**config.mk**
```make
export PLATFORM = sky130hd
export DESIGN_NAME = sst_seq
export DESIGN_NICKNAME = d
export VERILOG_FILES = /design/src/rtl/sst_pkg.sv /design/src/rtl/m2_fall_det.sv /design/src/rtl/sst_seq.sv
export SDC_FILE = /design/constraint.sdc
export NUM_CORES = 1
export LEC_CHECK = 0
export BUFFER_PORTS_ARGS = -buffer_cell sky130_fd_sc_hd__buf_2
export CORE_MARGIN = 2
export CORE_UTILIZATION = 50
export DETAILED_ROUTE_END_ITERATION = 6
export PLACE_DENSITY_LB_ADDON = 0.3
export SLEW_MARGIN = 20
export SYNTH_ARGS = -nofsm -noshare
export SYNTH_HDL_FRONTEND = slang
export SYNTH_SLANG_ARGS = --single-unit
```
**constraint.sdc**
```tcl
create_clock -name clk -period 4.7 [get_ports clk]
set_input_delay 0.94 -clock clk [delete_from_list [all_inputs] [get_ports clk]]
set_output_delay 0.94 -clock clk [all_outputs]
set_load 0.05 [all_outputs]
```
**src/rtl/sst_pkg.sv**
```systemverilog
// Shared definitions for the save-state sequencer.
//   SST_ADDR_W   : width of the mapper save-state register address
//   SST_IDX_ADDR : sst address at which the mapper returns its map index
//   sst_state_e  : sequencer FSM states
package sst_pkg;

    localparam int SST_ADDR_W = 8;
    localparam int SST_IDX_ADDR = 127;

    typedef enum logic [3:0] {
        ST_IDLE,
        ST_S_ADDR,
        ST_S_CAP,
        ST_S_WR,
        ST_R_IDX,
        ST_R_CMP,
        ST_R_RD,
        ST_R_WE,
        ST_R_WH,
        ST_R_NX,
        ST_DONE,
        ST_ERR
    } sst_state_e;

endpackage

```
**src/rtl/m2_fall_det.sv**
```systemverilog
// Brings the CPU M2 clock into the clk domain and flags its falling edges.
//   clk      : system clock
//   map_rst  : asynchronous active-high reset
//   m2_i     : CPU M2, asynchronous to clk
//   fall_o   : one-cycle pulse per synchronized M2 falling edge
module m2_fall_det (
    input  logic clk,
    input  logic map_rst,
    input  logic m2_i,
    output logic fall_o
);

    // [0],[1] form the synchronizer; [2] is the previous synchronized level.
    logic [2:0] sync_q;

    always_ff @(posedge clk or posedge map_rst) begin
        if (map_rst) begin
            sync_q <= 3'b000;
        end else begin
            sync_q <= {sync_q[1:0], m2_i};
        end
    end

    assign fall_o = sync_q[2] & ~sync_q[1];

endmodule

```
**src/rtl/sst_seq.sv**
```systemverilog
// Save-state sequencer: initiator on the mapper save-state register bus.
// Save walks every mapper register and stores it in the state buffer;
// restore checks the stored map index against the live mapper and then
// writes every stored byte back, timing each write to an M2 falling edge.
//   clk, map_rst            : clock, async active-high reset
//   start, dir              : request (0 save, 1 restore), sampled in IDLE
//   m2                      : CPU M2 (async)
//   busy, done, err         : status; done/err are one-cycle pulses
//   sst_act, sst_addr,
//   sst_dato, sst_we_reg,
//   sst_di                  : mapper save-state register bus
//   mem_addr, mem_dout,
//   mem_din, mem_we,
//   mem_re, mem_ack         : state buffer request/ack port
//
// state   | meaning
// IDLE    | waiting for start
// S_ADDR  | save: address driven, waiting read latency
// S_CAP   | save: capture sst_di
// S_WR    | save: buffer write until ack
// R_IDX   | restore: read stored map index from buffer
// R_CMP   | restore: compare stored index with live mapper
// R_RD    | restore: read stored byte from buffer
// R_WE    | restore: write strobe, waiting for M2 fall or timeout
// R_WH    | restore: strobe held one cycle past the M2 fall
// R_NX    | restore: strobe low, advance index
// DONE    | done pulse
// ERR     | err pulse
module sst_seq
    import sst_pkg::*;
#(
    parameter int NREGS    = 256,
    parameter int RD_LAT   = 2,
    parameter int IDX_ADDR = SST_IDX_ADDR,
    parameter int M2_TO    = 4096
) (
    input  logic                  clk,
    input  logic                  map_rst,
    input  logic                  start,
    input  logic                  dir,
    input  logic                  m2,
    output logic                  busy,
    output logic                  done,
    output logic                  err,
    output logic                  sst_act,
    output logic [SST_ADDR_W-1:0] sst_addr,
    output logic [7:0]            sst_dato,
    output logic                  sst_we_reg,
    input  logic [7:0]            sst_di,
    output logic [SST_ADDR_W-1:0] mem_addr,
    output logic [7:0]            mem_dout,
    input  logic [7:0]            mem_din,
    output logic                  mem_we,
    output logic                  mem_re,
    input  logic                  mem_ack
);

    localparam int TMAX = (M2_TO > RD_LAT) ? M2_TO : RD_LAT;
    localparam int TW   = $clog2(TMAX + 1);
    localparam logic [TW-1:0] T_RD  = TW'(RD_LAT - 1);
    localparam logic [TW-1:0] T_TO  = TW'(M2_TO - 1);
    // A fall seen in the first two strobe cycles may have happened before
    // the strobe rose (synchronizer latency), so it is not accepted.
    localparam logic [TW-1:0] T_ARM = TW'(M2_TO - 3);
    localparam logic [8:0] IDX_LAST = 9'(NREGS - 1);
    localparam logic [8:0] IDX_SKIP = 9'(IDX_ADDR);
    localparam logic [SST_ADDR_W-1:0] IDX_A = SST_ADDR_W'(IDX_ADDR);

    sst_state_e    state_q, state_d;
    logic [8:0]    idx_q, idx_d;
    logic [TW-1:0] tmr_q, tmr_d;
    logic [7:0]    cmp_q, cmp_d;
    logic [7:0]    dout_q, dout_d;
    logic [7:0]    dato_q, dato_d;
    logic          m2_fall;
    logic          at_idx;

    m2_fall_det u_m2_fall_det (
        .clk     (clk),
        .map_rst (map_rst),
        .m2_i    (m2),
        .fall_o  (m2_fall)
    );

    always_ff @(posedge clk or posedge map_rst) begin
        if (map_rst) begin
            state_q <= ST_IDLE;
            idx_q   <= '0;
            tmr_q   <= '0;
            cmp_q   <= '0;
            dout_q  <= '0;
            dato_q  <= '0;
        end else begin
            state_q <= state_d;
            idx_q   <= idx_d;
            tmr_q   <= tmr_d;
            cmp_q   <= cmp_d;
            dout_q  <= dout_d;
            dato_q  <= dato_d;
        end
    end

    always_comb begin
        state_d = state_q;
        idx_d   = idx_q;
        tmr_d   = tmr_q;
        cmp_d   = cmp_q;
        dout_d  = dout_q;
        dato_d  = dato_q;
        case (state_q)
            ST_IDLE: begin
                if (start) begin
                    idx_d = '0;
                    if (dir) begin
                        state_d = ST_R_IDX;
                    end else begin
                        tmr_d   = T_RD;
                        state_d = ST_S_ADDR;
                    end
                end
            end
            ST_S_ADDR: begin
                if (tmr_q == '0) state_d = ST_S_CAP;
                else             tmr_d   = tmr_q - TW'(1);
            end
            ST_S_CAP: begin
                dout_d  = sst_di;
                state_d = ST_S_WR;
            end
            ST_S_WR: begin
                if (mem_ack) begin
                    if (idx_q == IDX_LAST) begin
                        state_d = ST_DONE;
                    end else begin
                        idx_d   = idx_q + 9'd1;
                        tmr_d   = T_RD;
                        state_d = ST_S_ADDR;
                    end
                end
            end
            ST_R_IDX: begin
                if (mem_ack) begin
                    cmp_d   = mem_din;
                    tmr_d   = T_RD;
                    state_d = ST_R_CMP;
                end
            end
            ST_R_CMP: begin
                if (tmr_q != '0) begin
                    tmr_d = tmr_q - TW'(1);
                end else if (cmp_q != sst_di) begin
                    state_d = ST_ERR;
                end else begin
                    idx_d   = '0;
                    state_d = ST_R_RD;
                end
            end
            ST_R_RD: begin
                if (mem_ack) begin
                    dato_d = mem_din;
                    if (idx_q == IDX_SKIP) begin
                        state_d = ST_R_NX;
                    end else begin
                        tmr_d   = T_TO;
                        state_d = ST_R_WE;
                    end
                end
            end
            ST_R_WE: begin
                if (m2_fall && (tmr_q <= T_ARM)) state_d = ST_R_WH;
                else if (tmr_q == '0)            state_d = ST_ERR;
                else                             tmr_d   = tmr_q - TW'(1);
            end
            ST_R_WH: state_d = ST_R_NX;
            ST_R_NX: begin
                if (idx_q == IDX_LAST) begin
                    state_d = ST_DONE;
                end else begin
                    idx_d   = idx_q + 9'd1;
                    state_d = ST_R_RD;
                end
            end
            ST_DONE: state_d = ST_IDLE;
            ST_ERR:  state_d = ST_IDLE;
            default: state_d = ST_IDLE;
        endcase
    end

    // The index check phase addresses the map-index register on both buses.
    assign at_idx     = (state_q == ST_R_IDX) || (state_q == ST_R_CMP);
    assign busy       = (state_q != ST_IDLE) && (state_q != ST_DONE) && (state_q != ST_ERR);
    assign sst_act    = busy;
    assign done       = (state_q == ST_DONE);
    assign err        = (state_q == ST_ERR);
    assign sst_addr   = at_idx ? IDX_A : idx_q[SST_ADDR_W-1:0];
    assign mem_addr   = at_idx ? IDX_A : idx_q[SST_ADDR_W-1:0];
    assign sst_dato   = dato_q;
    assign sst_we_reg = (state_q == ST_R_WE) || (state_q == ST_R_WH);
    assign mem_dout   = dout_q;
    assign mem_we     = (state_q == ST_S_WR);
    assign mem_re     = (state_q == ST_R_IDX) || (state_q == ST_R_RD);

endmodule

```
# Word-level counts from Yosys, hierarchy flattened

Cells that the tools add are included.

Add/sub/neg operators: 2
$lt $le $gt $ge: 1
Equality and inequality tests: 29
Muxes and demuxes: 32
Bitwise operators: 2
Reductions and logical operators: 17

Operator list:

| operator                | count |
|---|---|
| $mux W13                | 10 |
| $pmux W13 S7            | 1 |
| $mux W4                 | 12 |
| $mux W9                 | 5 |
| $pmux W4 S10            | 1 |
| $pmux W9 S4             | 1 |
| $ne A2 B2 Y1 const B    | 11 |
| $eq A4 B3 Y1 const B    | 4 |
| $eq A4 B4 Y1 const B    | 4 |
| $le A13 B12 Y1 const B  | 1 |
| $logic_not A13 Y1       | 1 |
| $reduce_bool A13 Y1     | 1 |
| $sub A13 B1 Y13 const B | 1 |
| $reduce_and A10 Y1      | 1 |
| $add A9 B1 Y9 const B   | 1 |
| $eq A9 B7 Y1 const B    | 1 |
| $eq A9 B8 Y1 const B    | 1 |
| $eq A4 B2 Y1 const B    | 2 |
| $mux W8                 | 1 |
| $ne A4 B4 Y1 const B    | 2 |
| $ne A8 B8 Y1            | 1 |
| $reduce_bool A4 Y1      | 2 |
| $reduce_and A7 Y1       | 1 |
| $reduce_bool A7 Y1      | 1 |
| 11 further kinds        | 16 |

Register bits: 53
Input port bits: 22

# Depth between registers and ports, before layout

Gate-level depths: netlist of the first run.

Word-level depth: 5
Mapped depth: 11
Mapped depth without buffers: 10

# Modules after synthesis

A second synthesis of the first run with hierarchy kept.

Cell total of the unflattened synthesis: 318
Area, all modules: 3069.2 sq um

Modules (own cells, without submodules):

| module      | times used | cells each | area each (sq um) |
|---|---|---|---|
| sst_seq     | 1          | 313        | 2976.6 |
| m2_fall_det | 1          | 5          | 92.6 |

# Worst setup path before layout of the first run

OpenSTA, ideal clock, no wires.

Path kind: reg2out
From: register state_q[3]
To: output sst_act
Arrival time: 2.452 ns
Slack: 1.308 ns
Cell stages (with the launch flop): 6
Path buffers: 3
Cell sequence: dfrtp_1 buf_2 clkbuf_1 and2_1 o21ai_0 buf_4

Cells in the longest elaborated chain, start to end: 3
Elaborated cells on any way between the ends: 5

Ends and longest elaborated chain:

| what                                                      | line           | RTL |
|---|---|---|
| from (decl)                                               | sst_seq.sv:69  | `sst_state_e state_q, state_d;` |
| from (signal assigned)                                    | sst_seq.sv:94  | `state_q <= state_d;` |
| $ne A4 B4 Y1 / $reduce_bool A4 Y1 (equally long branches) | sst_seq.sv:191 | `assign busy = (state_q != ST_IDLE) && (state_q != ST_DONE) && (state_q != ST_ERR);` |
| $logic_and A1 B1 Y1                                       | sst_seq.sv:191 |  |
| $logic_and A1 B1 Y1 (*)                                   | sst_seq.sv:191 |  |
| to (decl)                                                 | sst_seq.sv:45  | `output logic sst_act,` |

Mark *: on every way between the ends. The rest lies on a longest branch, timed or not.

# Final worst setup path of the first run

From: register idx_q[0]
To: register tmr_q[12]

Cells in the longest elaborated chain, start to end: 3
Elaborated cells on any way between the ends: 5

Ends and longest elaborated chain:

| what                                                | line                           | RTL |
|---|---|---|
| from (decl)                                         | sst_seq.sv:70                  | `logic [8:0] idx_q, idx_d;` |
| from (signal assigned)                              | sst_seq.sv:95                  | `idx_q <= idx_d;` |
| $eq A9 B7 Y1 / $eq A9 B8 Y1 (equally long branches) | sst_seq.sv:161, sst_seq.sv:132 |  |
| $ne A2 B2 Y1 (no source line)                       | -                              |  |
| $reduce_and A10 Y1 (no source line) (*)             | -                              |  |
| to (signal assigned)                                | sst_seq.sv:96                  | `tmr_q <= tmr_d;` |
| to (decl)                                           | sst_seq.sv:71                  | `logic [TW-1:0] tmr_q, tmr_d;` |

Marked as above.
A chain may end at the register's enable or synchronous reset.

==> results_dict.tcl, run 1 <==
set metrics [dict create \
    hold_path_class "reg2reg" \
    max_freq_ghz 0.288 \
    ctsResizeCount 0 \
    wl_um 7270 \
    maxCapViolCount 0 \
    nets 403 \
    routabilityCongestion 0.871 \
    crit_path_start "idx_q[0]$_DFFE_PP0P_" \
    diodes 0 \
    clkTransAtPathRegs_ns 0.10 \
    yosys.cell_count.top_type "dfrtp_1" \
    gr-total-overflow 0 \
    crit_arrival_ns 3.68 \
    synth_seq_area_share_pct 41.1 \
    tns_ns 0 \
    ys_seq_elements 53 \
    drive_gt1_share_pct 29.9 \
    rr_worst_depth 10 \
    drt_iter0_drc 172 \
    first_global_vias 2714 \
    numCtsBuffers 5 \
    tightest_slew_ns 0.870 \
    firstDrtPassIters 4 \
    track_usage_pct 21.3 \
    fin_crit_ns 3.47 \
    avgSynthCellArea_um2 9.66 \
    setup_viol 0 \
    ant_nets 0 \
    ys_top_cells_by_area "dfrtp_1 41%, mux2_2 8.4%, buf_4 2.8%" \
    path_class "reg2reg" \
    die_x_um 84.3 \
    synth_edf_count 0 \
    post_cts_buffers 0 \
    timing.final.hold_violations 0 \
    htree_num_levels 2 \
    worstSetupStartpointType "register" \
    final-instance-count-excl-fill 455 \
    num_vias 2720 \
    ios 61 \
    ys_async_sr_fraction_pct 100 \
    cts_sinks 53 \
    critPathCapture "tmr_q[12]$_DFFE_PP0P_" \
    start_util_pct 51.4 \
    drc 0 \
    port_buffers 60 \
    synthToLayoutAreaGrowth_pct 12.3 \
    core_um2 6280 \
    skew_ns 0.00468 \
    synth_cells 334 \
    worst_setup_path_end_kind "register" \
    crit_required_ns 4.91 \
    slew_headroom_pct 42.0 \
    die_h_um 84.3 \
    outcome "finished, final reports clean" \
    synth_area_um2 3230 \
    design.die.area_um2 7110 \
    r2r_slack_ns 1.23 \
    timing.rr.start "idx_q[0]$_DFFE_PP0P_" \
    synth.top_cell.area_share_pct 41.1 \
    rsz0062_at_grt "false" \
    hpwl_um 5080 \
    rows 29 \
    syn-num-nets 360 \
    synth_flop_cell "dfrtp_1" \
    grt_max_degree 54 \
    r2r-end "tmr_q[12]$_DFFE_PP0P_" \
    dpl.cell_count 447 \
    synth.distinct_cells 59 \
    synthTopCellsByCount "53 x dfrtp_1, 24 x mux2_2, 24 x nor2_1" \
    synth_top_cell_by_area "dfrtp_1" \
    wl_per_cell_um 16.0 \
    grt_pass1_wl_um 12500 \
    insertion_delay_ns 0.31 \
    yosys_warnings 0 \
    n_fill_cell 556 \
    cts_tree "built" \
    finalCritPeriodShare_pct 73.9 \
    vias_per_cell 5.98 \
    clk_path_buf_depth 2 \
    cts-root-buf "clkbuf_8" \
    worstPathMaxFanout 15 \
    antenna_found_initial 0 \
    cts_hold_buf 0 \
    slew_viol_final 0 \
]
cells in the final DEF (no fill, tap or decap), types with 5 or more instances in the layout:
cell,Yosys,final
o21ai_0,14,14
nand3_1,11,11
or2_2,6,6
o2bb2ai_1,8,8
dfrtp_1,53,53
nor2_1,24,24
xnor2_1,10,10
nand2b_1,5,5
nor3_1,10,10
mux2_2,24,24
a21oi_1,16,16
clkbuf_8,0,5
and3_1,6,6
nand4_1,11,11
a41oi_1,6,6
buf_2,6,60
nand2_1,18,18
a31oi_1,9,9
inv_1,14,13
per-layer routing:
layer,part of all wire (%),GRT usage [%],up-vias
met4,0.95,5.87,0
met5,0,0,-
met1,43,28.0,1305
li1,-,-,1314
met2,49,36.4,96
met3,6.1,3.93,5
flip-flops by register name, summed over array words and instances (netlist names):
name / cells
sst_dato: 8
cmp_q: 8
u_m2_fall_det.sync_q: 3
tmr_q: 13
mem_dout: 8
state_q: 4
idx_q: 9
worst min path at each step:
stage	from	end	slack, ns	cells past startpoint
final	u_m2_fall_det.sync_q[0]$_DFF_PP0_	u_m2_fall_det.sync_q[1]$_DFF_PP0_	0.36	0
after global routing	u_m2_fall_det.sync_q[0]$_DFF_PP0_	u_m2_fall_det.sync_q[1]$_DFF_PP0_	0.38	0
after CTS	u_m2_fall_det.sync_q[0]$_DFF_PP0_	u_m2_fall_det.sync_q[1]$_DFF_PP0_	0.37	0
after global placement	u_m2_fall_det.sync_q[0]$_DFF_PP0_	u_m2_fall_det.sync_q[1]$_DFF_PP0_	0.34	0
after detailed placement	u_m2_fall_det.sync_q[0]$_DFF_PP0_	u_m2_fall_det.sync_q[1]$_DFF_PP0_	0.35	0
after floorplan	u_m2_fall_det.sync_q[0]$_DFF_PP0_	u_m2_fall_det.sync_q[1]$_DFF_PP0_	0.33	0
area by class of cell:
class | instances | area, um2 | share of cell area [%]
Multi-Input combinational cell | 240 | 1690 | 46.7
Sequential cell | 53 | 1330 | 36.6
Timing Repair Buffer | 63 | 323 | 8.91
Tap cell | 77 | 96.3 | 2.66
Clock buffer | 5 | 68.8 | 1.90
Clock inverter | 3 | 65.1 | 1.80
Inverter | 14 | 52.6 | 1.45
per-stage QoR:
step / cell area, um2 / hold slack (ns) / setup slack [ns] / util (%)
4_1_cts: 3620 / 0.371 / 1.24 / 57.7
5_1_grt: 3620 / 0.376 / 0.916 / 57.7
3_3_place_gp: 3490 / 0.336 / 1.34 / 55.6
3_5_place_dp: 3490 / 0.348 / 1.23 / 55.6
6_report: 3620 / 0.364 / 1.23 / 57.7
2_1_floorplan: 3230 / 0.331 / 1.31 / -
logic make-up after synthesis:
logic type / synth area share [%]
buffers and inverters: 6.63
adders and majority gates: 1.55
DFF: 41.1
and+or+nand+nor: 20.6
AOI/OAI and AO/OA: 18.4
xor gates and xnor gates: 2.72
muxes: 9.00
critical path: stages (launching register included):
cell	delay, ns
dfrtp_1	0.44
ha_1	0.27
and3_1	0.22
and3_1	0.20
and3_1	0.18
ha_1	0.35
nand2_1	0.12
o21ai_0	0.08
a21oi_1	0.72
nand3_2	0.48
o21a_1	0.30
Power of run 1 is not shown: default switching activity piles up to over one toggle a cycle in this logic, so the estimate is an artifact.
==> run 2, diff against run 1 <==
--- a/config.mk
+++ b/config.mk
@@ -5,6 +5,7 @@
 export SDC_FILE = /design/constraint.sdc
 export NUM_CORES = 1
 export LEC_CHECK = 0
+export ABC_AREA = 1
 export BUFFER_PORTS_ARGS = -buffer_cell sky130_fd_sc_hd__buf_2
 export CORE_MARGIN = 2
 export CORE_UTILIZATION = 50
==> constraint.sdc (replaced) <==
create_clock -name clk -period 3.5 [get_ports clk]
set_input_delay 0.7 -clock clk [delete_from_list [all_inputs] [get_ports clk]]
set_output_delay 0.7 -clock clk [all_outputs]
set_load 0.05 [all_outputs]
==> run 2 against run 1 <==
  * The flow now finishes with violations (DRC)
  * Register-to-register slack lost 0.12 ns
  * Largest cell class unchanged
  * Sequential cell count stayed put
  * Clock skew rose by 0.0087 ns
  * Synthesized area grew 3.9%
  * Synthesized cell count rose by 43%
==> results_dict.tcl, run 2 <==
set metrics [dict create \
    outcome "complete, but fails checks" \
    violations "DRC" \
    r2r_slack_ns 1.11 \
    yosys.cell_count.top_type "nand2_1" \
    synth.distinct_cells 34 \
    p_total_w 0.00377 \
    finalCritPeriodShare_pct 68.5 \
    clkTransAtPathRegs_ns 0.11 \
    worstPathMaxFanout 7 \
    cts-root-buf "clkbuf_8" \
    antenna_found_initial 0 \
    r2r-end "tmr_q[6]$_DFFE_PP0P_" \
    ys_async_sr_fraction_pct 100 \
    nets 553 \
    ctsResizeCount 0 \
    skew_ns 0.0134 \
    cp_cell_sequence "nand2_1 -> o21ai_0 -> inv_1 -> buf_2" \
    routabilityCongestion 0.903 \
    worst_setup_path_end_kind "output pin" \
    die_h_um 85.9 \
    diodes 0 \
    largest_reg_flops 13 \
    yosys_warnings 0 \
    track_usage_pct 22.6 \
    synth_area_um2 3350 \
    synthTopCellsByCount "150 x nand2_1, 62 x inv_1, 53 x dfrtp_1" \
    synth_top_cell_by_area "dfrtp_1" \
    cp.depth 4 \
    setup_viol 0 \
    firstDrtPassIters 7 \
    path_class "reg2out" \
    fin_util_pct 58.0 \
    ant_nets 0 \
    port_buffers 60 \
    vias_per_cell 5.20 \
    synth_cells 477 \
    worstSetupStartpointType "register" \
    cpLargestDelayFamily "flip-flops" \
    fin_crit_ns 2.40 \
    core_um2 6420 \
    design.die.area_um2 7370 \
    cts_tree "built" \
    wl_um 7840 \
    drc 5 \
    cts_hold_buf 0 \
    power_density_nw_per_um2 1010 \
    final-instance-count-excl-fill 605 \
    tns_ns 0 \
    slew_headroom_pct 52.3 \
    synth_edf_count 0 \
    hold_path_class "reg2reg" \
    rsz0062_at_grt "false" \
    htree_num_levels 2 \
    drive_gt1_share_pct 18.6 \
    die_x_um 85.9 \
    ys_seq_elements 53 \
    synthToLayoutAreaGrowth_pct 11.1 \
    tightest_slew_ns 0.714 \
    crit_arrival_ns 1.70 \
    slowest_delay_ns 0.63 \
    dpl.cell_count 597 \
    drt_iter0_drc 200 \
    rows 29 \
    critPathCapture "busy" \
    cts_sinks 53 \
    maxCapViolCount 0 \
    wl_per_cell_um 13.0 \
    power_leakage_nw 2.08 \
    crit_required_ns 2.80 \
    max_freq_ghz 0.417 \
    ys_top_cells_by_area "dfrtp_1 40%, nand2_1 17%, o21ai_0 7.0%" \
    numCtsBuffers 5 \
    grt_pass1_wl_um 13600 \
    largest-register "tmr_q" \
    ios 61 \
    grt_max_degree 35 \
    slew_viol_final 0 \
    start_util_pct 52.2 \
    rr_worst_depth 13 \
    layout_common_cells "150 x nand2_1, 61 x inv_1, 60 x buf_2" \
    synth_seq_area_share_pct 39.6 \
    synth.top_cell.area_share_pct 39.6 \
    first_global_vias 2962 \
    synth_flop_cell "dfrtp_1" \
    insertion_delay_ns 0.32 \
    crit_slowest_cell "dfrtp_1" \
    hpwl_um 5880 \
    crit_path_start "state_q[3]$_DFFE_PP0P_" \
    timing.final.hold_violations 0 \
    path_buf_inv 2 \
    final_common_cell "nand2_1" \
    num_vias 3147 \
    ir_drop_mv 0.591 \
    avgSynthCellArea_um2 7.03 \
    gr-total-overflow 0 \
    post_cts_buffers 0 \
    timing.rr.start "idx_q[0]$_DFFE_PP0P_" \
    syn-num-nets 503 \
    clk_path_buf_depth 2 \
    top_regs "tmr_q (13), idx_q (9)" \
]
run 2: cell types whose count changed after synthesis, sizes merged, moves of 7 or more:
| cell | delta |
|---|---|
| o21ai | +33 |
| nand3 | +19 |
| inv | +52 |
| nor2 | +32 |
| nand2 | +137 |
| mux2 | -20 |
| a31oi | -9 |
| o2bb2ai | -8 |
| nor3 | -7 |
run 2: metrics by stage:
step,hold WS [ns],setup WS (ns),area [um2]
floorplan,0.331,1.35,3350
global placement,0.336,1.28,3630
detailed placement,0.350,1.19,3630
CTS,0.376,1.11,3720
global route,0.391,0.877,3720
finish,0.375,1.10,3720
run 2: final cells by class:
| type | count | area, um2 |
|---|---|---|
| clock buffers | 5 | 68.8 |
| clock inverters | 3 | 26.3 |
| fillers | 589 | 2700 |
| inverters | 67 | 251 |
| multi-input cells | 339 | 1650 |
| flip-flops and latches | 53 | 1330 |
| well taps | 77 | 96.3 |
| repair buffers | 61 | 308 |
run 2: worst min-delay path by stage:
stage	to	from	slack, ns	cells past startpoint
after floorplan	u_m2_fall_det.sync_q[1]$_DFF_PP0_	u_m2_fall_det.sync_q[0]$_DFF_PP0_	0.33	0
after global placement	u_m2_fall_det.sync_q[1]$_DFF_PP0_	u_m2_fall_det.sync_q[0]$_DFF_PP0_	0.34	0
after global routing	u_m2_fall_det.sync_q[1]$_DFF_PP0_	u_m2_fall_det.sync_q[0]$_DFF_PP0_	0.39	0
final	u_m2_fall_det.sync_q[1]$_DFF_PP0_	u_m2_fall_det.sync_q[0]$_DFF_PP0_	0.38	0
after CTS	u_m2_fall_det.sync_q[1]$_DFF_PP0_	u_m2_fall_det.sync_q[0]$_DFF_PP0_	0.38	0
after detailed placement	u_m2_fall_det.sync_q[1]$_DFF_PP0_	u_m2_fall_det.sync_q[0]$_DFF_PP0_	0.35	0
run 2: worst register-to-register path: cells and delay by family, from the launching register on:
kind,cells,cell delay [ns]
buffers and inverters,1,0.08
AND/OR/NAND/NOR,10,1.34
adder cells (fa/ha/maj),2,0.46
flip-flops,1,0.44
run 2: layer usage:
metal | vias to the layer above | global-route usage (%) | part of all wire, %
li1 | 1589 | - | -
met1 | 1444 | 30.7 | 45
met2 | 105 | 37.9 | 48
met3 | 9 | 3.27 | 5.8
met4 | 0 | 5.92 | 1.1
met5 | - | 0 | 0
run 2: cells by family after synthesis:
group           Yosys count  share of synthesized area [%]
fa+ha+maj                 4                           1.49
xor+xnor                  8                           2.09
simple gates            261                           34.3
flops                    53                           39.6
mux                       4                           1.34
compound gates           62                           9.85
buf+inv                  85                           11.3
run 2: power breakdown:
part / switching, W / internal, W
clock: 0.000225 / 0.000149
combinational: 0.00178 / 0.000604
sequential: 0.000189 / 0.000824
total: 0.00219 / 0.00158
Note: power is estimated with default switching activity, not from simulation.
